[config.mk]
export PLATFORM = sky130hd
export DESIGN_NAME = rr_channel_dispatcher
export DESIGN_NICKNAME = d
export VERILOG_FILES = /design/src/rtl/rr_channel_dispatcher_pkg.sv /design/src/rtl/rr_channel_dispatcher_fifo.sv /design/src/rtl/rr_channel_dispatcher.sv
export SDC_FILE = /design/constraint.sdc
export NUM_CORES = 1
export LEC_CHECK = 0
export CAP_MARGIN = 20
export CELL_PAD_IN_SITES_DETAIL_PLACEMENT = 2
export CELL_PAD_IN_SITES_GLOBAL_PLACEMENT = 2
export CORE_ASPECT_RATIO = 1.1
export CORE_UTILIZATION = 43
export CTS_CLUSTER_DIAMETER = 120
export DETAILED_ROUTE_END_ITERATION = 10
export HOLD_SLACK_MARGIN = 0.12
export PLACE_DENSITY_LB_ADDON = 0.25
export REMOVE_ABC_BUFFERS = 1
export SLEW_MARGIN = 20
export SYNTH_ARGS = -nofsm -noshare
export SYNTH_HDL_FRONTEND = slang
export SYNTH_SLANG_ARGS = --single-unit
[constraint.sdc]
create_clock -name clk -period 9.8 [get_ports clk]
set_input_delay 2.94 -clock clk [delete_from_list [all_inputs] [get_ports clk]]
set_output_delay 2.94 -clock clk [all_outputs]
set_load 0.05 [all_outputs]
[src/rtl/rr_channel_dispatcher_pkg.sv]
// Shared constants and the rotated-mask priority helper for the round-robin dispatcher.
// The per-instance widths are re-derived in each module from its own parameters.
package rr_dispatch_pkg;

    localparam int DEF_NUM_CH = 5;
    localparam int DEF_DEPTH  = 4;
    localparam int PTR_W      = $clog2(DEF_DEPTH);
    localparam int LVL_W      = PTR_W + 1;
    localparam int CH_W       = $clog2(DEF_NUM_CH);
    localparam int MAX_CH     = 32;

    // Offset of the lowest set bit of a mask already rotated so bit 0 is the rr pointer.
    function automatic int first_set(input logic [MAX_CH-1:0] mask);
        int r;
        r = 0;
        for (int j = MAX_CH - 1; j >= 0; j--) begin
            if (mask[j]) begin
                r = j;
            end else begin
                r = r;
            end
        end
        return r;
    endfunction

endpackage

[src/rtl/rr_channel_dispatcher_fifo.sv]
// Single-clock first-word-fall-through FIFO used as one dispatcher output lane.
// Occupancy carries one extra bit so a full FIFO is distinguishable from an empty one.
module chan_fifo #(
    parameter int DATA_W = 16,
    parameter int DEPTH  = 4
) (
    input  logic                      clk,
    input  logic                      rst_n,
    input  logic                      wr_en,
    input  logic [DATA_W-1:0]         wr_data,
    input  logic                      rd_en,
    output logic [DATA_W-1:0]         rd_data,
    output logic                      empty,
    output logic                      full,
    output logic [$clog2(DEPTH):0]    level
);

    localparam int PW = $clog2(DEPTH);
    localparam int LW = PW + 1;

    logic [DATA_W-1:0] r_mem [DEPTH];
    logic [PW-1:0]     r_wr_ptr;
    logic [PW-1:0]     r_rd_ptr;
    logic [LW-1:0]     r_level;
    logic              w_do_wr;
    logic              w_do_rd;

    assign empty   = (r_level == LW'(0));
    assign full    = (r_level == LW'(DEPTH));
    assign level   = r_level;
    assign rd_data = r_mem[r_rd_ptr];
    assign w_do_wr = wr_en & ~full;
    assign w_do_rd = rd_en & ~empty;

    // Storage array; contents need no reset because occupancy gates visibility.
    always_ff @(posedge clk) begin
        if (w_do_wr) begin
            r_mem[r_wr_ptr] <= wr_data;
        end
    end

    // Pointers and occupancy; pointers wrap naturally at DEPTH.
    always_ff @(posedge clk) begin
        if (!rst_n) begin
            r_wr_ptr <= '0;
            r_rd_ptr <= '0;
            r_level  <= '0;
        end else begin
            if (w_do_wr) begin
                r_wr_ptr <= r_wr_ptr + PW'(1);
            end
            if (w_do_rd) begin
                r_rd_ptr <= r_rd_ptr + PW'(1);
            end
            case ({w_do_wr, w_do_rd})
                2'b10:   r_level <= r_level + LW'(1);
                2'b01:   r_level <= r_level - LW'(1);
                default: r_level <= r_level;
            endcase
        end
    end

endmodule

[src/rtl/rr_channel_dispatcher.sv]
// Round-robin fan-out of one valid/ready stream into NUM_CH buffered FWFT lanes.
// Selection skips disabled and full lanes; fullness comes from registered occupancy only.
module rr_channel_dispatcher
    import rr_dispatch_pkg::*;
#(
    parameter int NUM_CH = 5,
    parameter int DATA_W = 16,
    parameter int DEPTH  = 4,
    parameter int CNT_W  = 16
) (
    input  logic                                 clk,
    input  logic                                 rst_n,
    input  logic [NUM_CH-1:0]                    ch_en,
    input  logic                                 in_valid,
    output logic                                 in_ready,
    input  logic [DATA_W-1:0]                    in_data,
    output logic [NUM_CH-1:0]                    out_valid,
    input  logic [NUM_CH-1:0]                    out_ready,
    output logic [NUM_CH*DATA_W-1:0]             out_data,
    output logic [NUM_CH*($clog2(DEPTH)+1)-1:0]  fill_level,
    output logic [CNT_W-1:0]                     dispatch_cnt,
    output logic                                 idle
);

    localparam int OCC_W = $clog2(DEPTH) + 1;
    localparam int IDX_W = $clog2(NUM_CH);
    localparam logic [CNT_W-1:0] CNT_MAX = '1;

    logic [IDX_W-1:0]  r_ptr;
    logic [CNT_W-1:0]  r_cnt;
    logic [NUM_CH-1:0] w_full;
    logic [NUM_CH-1:0] w_empty;
    logic [NUM_CH-1:0] w_elig;
    logic [NUM_CH-1:0] w_wr;
    logic [MAX_CH-1:0] w_rot;
    logic [IDX_W-1:0]  w_sel;
    logic              w_accept;

    assign w_elig   = ch_en & ~w_full;
    assign in_ready = rst_n & (|w_elig);
    assign w_accept = in_valid & in_ready;

    // Rotate eligibility so the pointer sits at bit 0, then map the winner back.
    always_comb begin
        int idx;
        int s;
        w_rot = '0;
        idx   = 0;
        for (int j = 0; j < NUM_CH; j++) begin
            idx = int'(r_ptr) + j;
            if (idx >= NUM_CH) begin
                idx = idx - NUM_CH;
            end else begin
                idx = idx;
            end
            w_rot[j] = w_elig[idx];
        end
        s = int'(r_ptr) + first_set(w_rot);
        if (s >= NUM_CH) begin
            s = s - NUM_CH;
        end else begin
            s = s;
        end
        w_sel = IDX_W'(s);
    end

    for (genvar g = 0; g < NUM_CH; g++) begin : g_lane
        assign w_wr[g] = w_accept & (w_sel == IDX_W'(g));

        chan_fifo #(
            .DATA_W (DATA_W),
            .DEPTH  (DEPTH)
        ) u_fifo (
            .clk     (clk),
            .rst_n   (rst_n),
            .wr_en   (w_wr[g]),
            .wr_data (in_data),
            .rd_en   (out_ready[g]),
            .rd_data (out_data[g*DATA_W +: DATA_W]),
            .empty   (w_empty[g]),
            .full    (w_full[g]),
            .level   (fill_level[g*OCC_W +: OCC_W])
        );
    end

    assign out_valid    = ~w_empty;
    assign idle         = &w_empty;
    assign dispatch_cnt = r_cnt;

    // Pointer moves past the lane just served; counter saturates instead of wrapping.
    always_ff @(posedge clk) begin
        if (!rst_n) begin
            r_ptr <= '0;
            r_cnt <= '0;
        end else if (w_accept) begin
            r_ptr <= (w_sel == IDX_W'(NUM_CH - 1)) ? '0 : w_sel + IDX_W'(1);
            if (r_cnt != CNT_MAX) begin
                r_cnt <= r_cnt + CNT_W'(1);
            end
        end
    end

endmodule

==> qor.txt <==
Hold Fails Final Rpt = 0
Worst Hold Class = flip-flop to flip-flop
asr flop ratio synth = 0
Post-route DRC = 0
Clk pin slew, worst setup/hold paths = 60 ps
Buffers on Ports = 146
mux contribution to synthesized area = 0.128
vias in the first global route = 9833
adder-cell share of the synthesized area = 0.0432
postcts setup bufs = 0
CTS Hold Bufs = 0
multi-input logic area = 4570 µm²
Seq/Total Area, Yosys = 0.689
final setup violation count = 0
WHS = 507 ps
Yosys reg bits = 384
Critical Path Start Type = input pin
Filler Cell Count = 3261
CTS Sinks = 384
minimum clock period = 8430 ps
Max clock buf depth = 3
share of cells above drive strength 1 = 0.157
Max transition margin = 0.260
number of diodes = 0
post-CTS sizing = 0
root buf cell = clkbuf_16
Vias/cell = 5.54
Main synth FF type = edfxtp_1
Fin Setup TNS = 0 ps
status = complete, no violations
initial drt markers = 623
fmax = 0.119 GHz
fin crit share = 0.860
DIE AREA = 37500 µm²
Hold Crit Depth = 1
GRT Overall Usage = 0.242
Inserted Clock Buffers = 42
area fraction of the dominant cell type after synthesis = 0.608
hold endpoint = dispatch_cnt[8]
Pwr Total = 5710 µW
number of enable flip-flop cells after synthesis = 320
Post-Place Cells = 1518
WS Path Type = input pin to flip-flop
Ys Warns = 0
Slew @ Worst Pin = 1110 ps
synthesized cell area = 15800 µm²
GR Overflow Total = 0
io pins = 147
Post-Route WL = 44200 µm
H-tree levels = 2
top cell type by total area after synthesis = edfxtp_1
Post-DRT Antenna Nets = 0
max_cap viols = 0
post-synthesis simple-gate area fraction = 0.0627
post-DP HPWL = 26800 µm
post-route insts no fill = 1596
Critical Path Fanout Max = 7
largest family of logic cells by synthesized area = multiplexers
R2R depth = 28
Hold Crit Start = dispatch_cnt[8]
Synth area leaders = edfxtp_1 61%, mux4_2 12%, dfxtp_1 8.1%
Mapped Cells = 915
PwrDens = 298 nW/µm²
RSZ-0062 raised after global routing = no
post-synthesis xor/xnor area fraction = 0.0194
Nets = 1155
leakage = 0.00623 µW
drt pass-1 iters = 5
core area = 36200 µm²
Compound-Gate Fraction of Synth Area = 0.0362
data arrival time of the worst path = 8890 ps
post-synthesis cell type count = 67
CTS tree = built
Die Y = 203 µm
DR WL/cell = 27.7 µm
initial antenna violation count = 2
Die W = 185 µm
largest net degree at the start of global routing = 49
Area growth syn-to-layout = 21.1%
reg2reg start = r_ptr[1]
std cell rows = 73
Final GP Congestion = 0.765
first-pass GRT wire length = 65200 µm
Slew Limit Fails = 0
Initial Util = 0.437
routed vias = 8835
worst endpoint required time = 10260 ps
FF-to-FF setup slack = 2260 ps
clock skew = 27.1 ps
Register Area = 10900 µm²
Worst R2R End = g_lane[3].u_fifo.level[2]
Worst IR Drop VDD = 0.221 mV
critical path capture point type = flip-flop
Core Util, Final = 0.530
Post-Syn Area per Cell = 17.3 µm²
Clock Latency Late Sink = 550 ps
[synth_stat cells (2+ instances only)]
master      n
nand4_1     5
xnor2_1    13
nand2_1    43
buf_1       7
a31oi_1     2
o22ai_1     3
nor2_1     49
clkbuf_1   20
o31ai_1     9
or3_1      12
nor3_1      9
nand3_1    12
or3b_1      2
o211ai_1    5
o21ba_2     2
nor4b_4     2
edfxtp_1  320
ha_1       45
buf_6       4
o31a_1      2
buf_2       4
and3_1      3
nor2b_1     3
mux2i_1    15
or3b_2      3
mux4_2     81
o21ai_0    17
dfxtp_1    64
a211oi_1    4
nand3b_1    2
inv_1      48
mux2_2      2
a21oi_1    18
xor2_1     17
nand2b_1    5
fa_1        6
and2_1     27
[state kept, by name, summed over array words and instances (netlist names), named ones only]
signal / cells
g_lane.u_fifo.r_mem: 320
dispatch_cnt: 16
g_lane.u_fifo.level: 15
g_lane.u_fifo.r_rd_ptr: 10
g_lane.u_fifo.r_wr_ptr: 10
r_ptr: 3
[metal layers]
| metal | share of wire | vias up | track usage | wire length [µm] |
|---|---|---|---|---|
| met5 | 0 | - | 0 | 0 |
| met2 | 0.53 | 228 | 0.432 | 23400 |
| met3 | 0.044 | 54 | 0.0366 | 1960 |
| met4 | 0.018 | 0 | 0.0596 | 802 |
| li1 | - | 3844 | - | - |
| met1 | 0.41 | 4709 | 0.307 | 18100 |
[how the worst max path moves through the flow]
stage,startpoint,to,slack (ps),cells past startpoint
2_1_floorplan,ch_en[0],g_lane[3].u_fifo.level[2],1960,25
3_3_place_gp,ch_en[0],g_lane[3].u_fifo.level[2],1060,26
3_5_place_dp,ch_en[0],g_lane[3].u_fifo.level[2],800,26
4_1_cts,ch_en[0],g_lane[3].u_fifo.level[2],1330,26
5_1_grt,ch_en[0],g_lane[3].u_fifo.level[2],990,26
6_report,ch_en[0],g_lane[3].u_fifo.level[2],1370,26
[area by class of cell]
cell class              count  area share
inverters                  49     0.00960
clock buffers              67      0.0673
flip-flops and latches    384       0.569
repair buffers            151      0.0780
clock inverters            11     0.00581
well taps                 487      0.0318
multi-input cells         447       0.239
[power by group]
part / internal, µW / switching, µW
logic: 744 / 1300
registers: 1940 / 116
clock network: 957 / 658
total: 3640 / 2070
[critical path, stage by stage]
cell and delay, ps:
clkdlybuf4s50_1 550, nand4_1 110, mux2_2 280, o311a_1 140, a41oi_1 300, nor2b_1 180, o21ba_2 130, ha_1 180
inv_1 60, fa_1 570, ha_1 260, nand2b_1 100, a221o_1 300, a221o_2 420, xnor2_4 220, inv_2 110
ha_1 220, ha_1 180, and3_1 260, inv_1 100, ha_1 190, inv_1 70, fa_1 380, xor2_1 170
or3_1 320, a21oi_1 140
[placed cells by master, fill, tap and decap left out, types with 3 or more instances in the layout]
cell / instances
mux4_2: 81
clkinv_2: 5
ha_1: 45
clkbuf_8: 8
nand2b_1: 5
dfxtp_1: 60
nor2_1: 49
inv_1: 47
nand4_1: 5
clkbuf_16: 45
clkdlybuf4s50_1: 145
and3_1: 3
a21oi_1: 18
nor3_1: 9
o31ai_1: 9
or3b_2: 3
nand2_1: 43
mux2i_1: 15
and2_1: 27
o21ai_0: 17
edfxtp_1: 320
clkinv_1: 3
clkbuf_1: 14
nand3_1: 12
xnor2_1: 13
xor2_1: 17
o22ai_1: 3
a211oi_1: 4
nor2b_1: 3
o211ai_1: 5
dfxtp_2: 4
or3_1: 12
buf_4: 5
fa_1: 6
[cells by family (layout without fill, tap and decap cells)]
| group | Yosys count | after routing |
|---|---|---|
| mux | 99 | 99 |
| compound gates | 78 | 78 |
| xor+xnor | 32 | 32 |
| fa+ha+maj | 51 | 51 |
| flops | 384 | 384 |
| buf+inv | 84 | 278 |
| simple gates | 187 | 187 |
[per-stage QoR]
step | instance area, µm² | worst slack (ps)
floorplan | 15600 | 1960
global placement | 17800 | 1060
detailed placement | 17800 | 801
CTS | 19200 | 1330
global route | 19200 | 986
finish | 19200 | 1370
No activity file was read; power rests on OpenSTA's default activity.
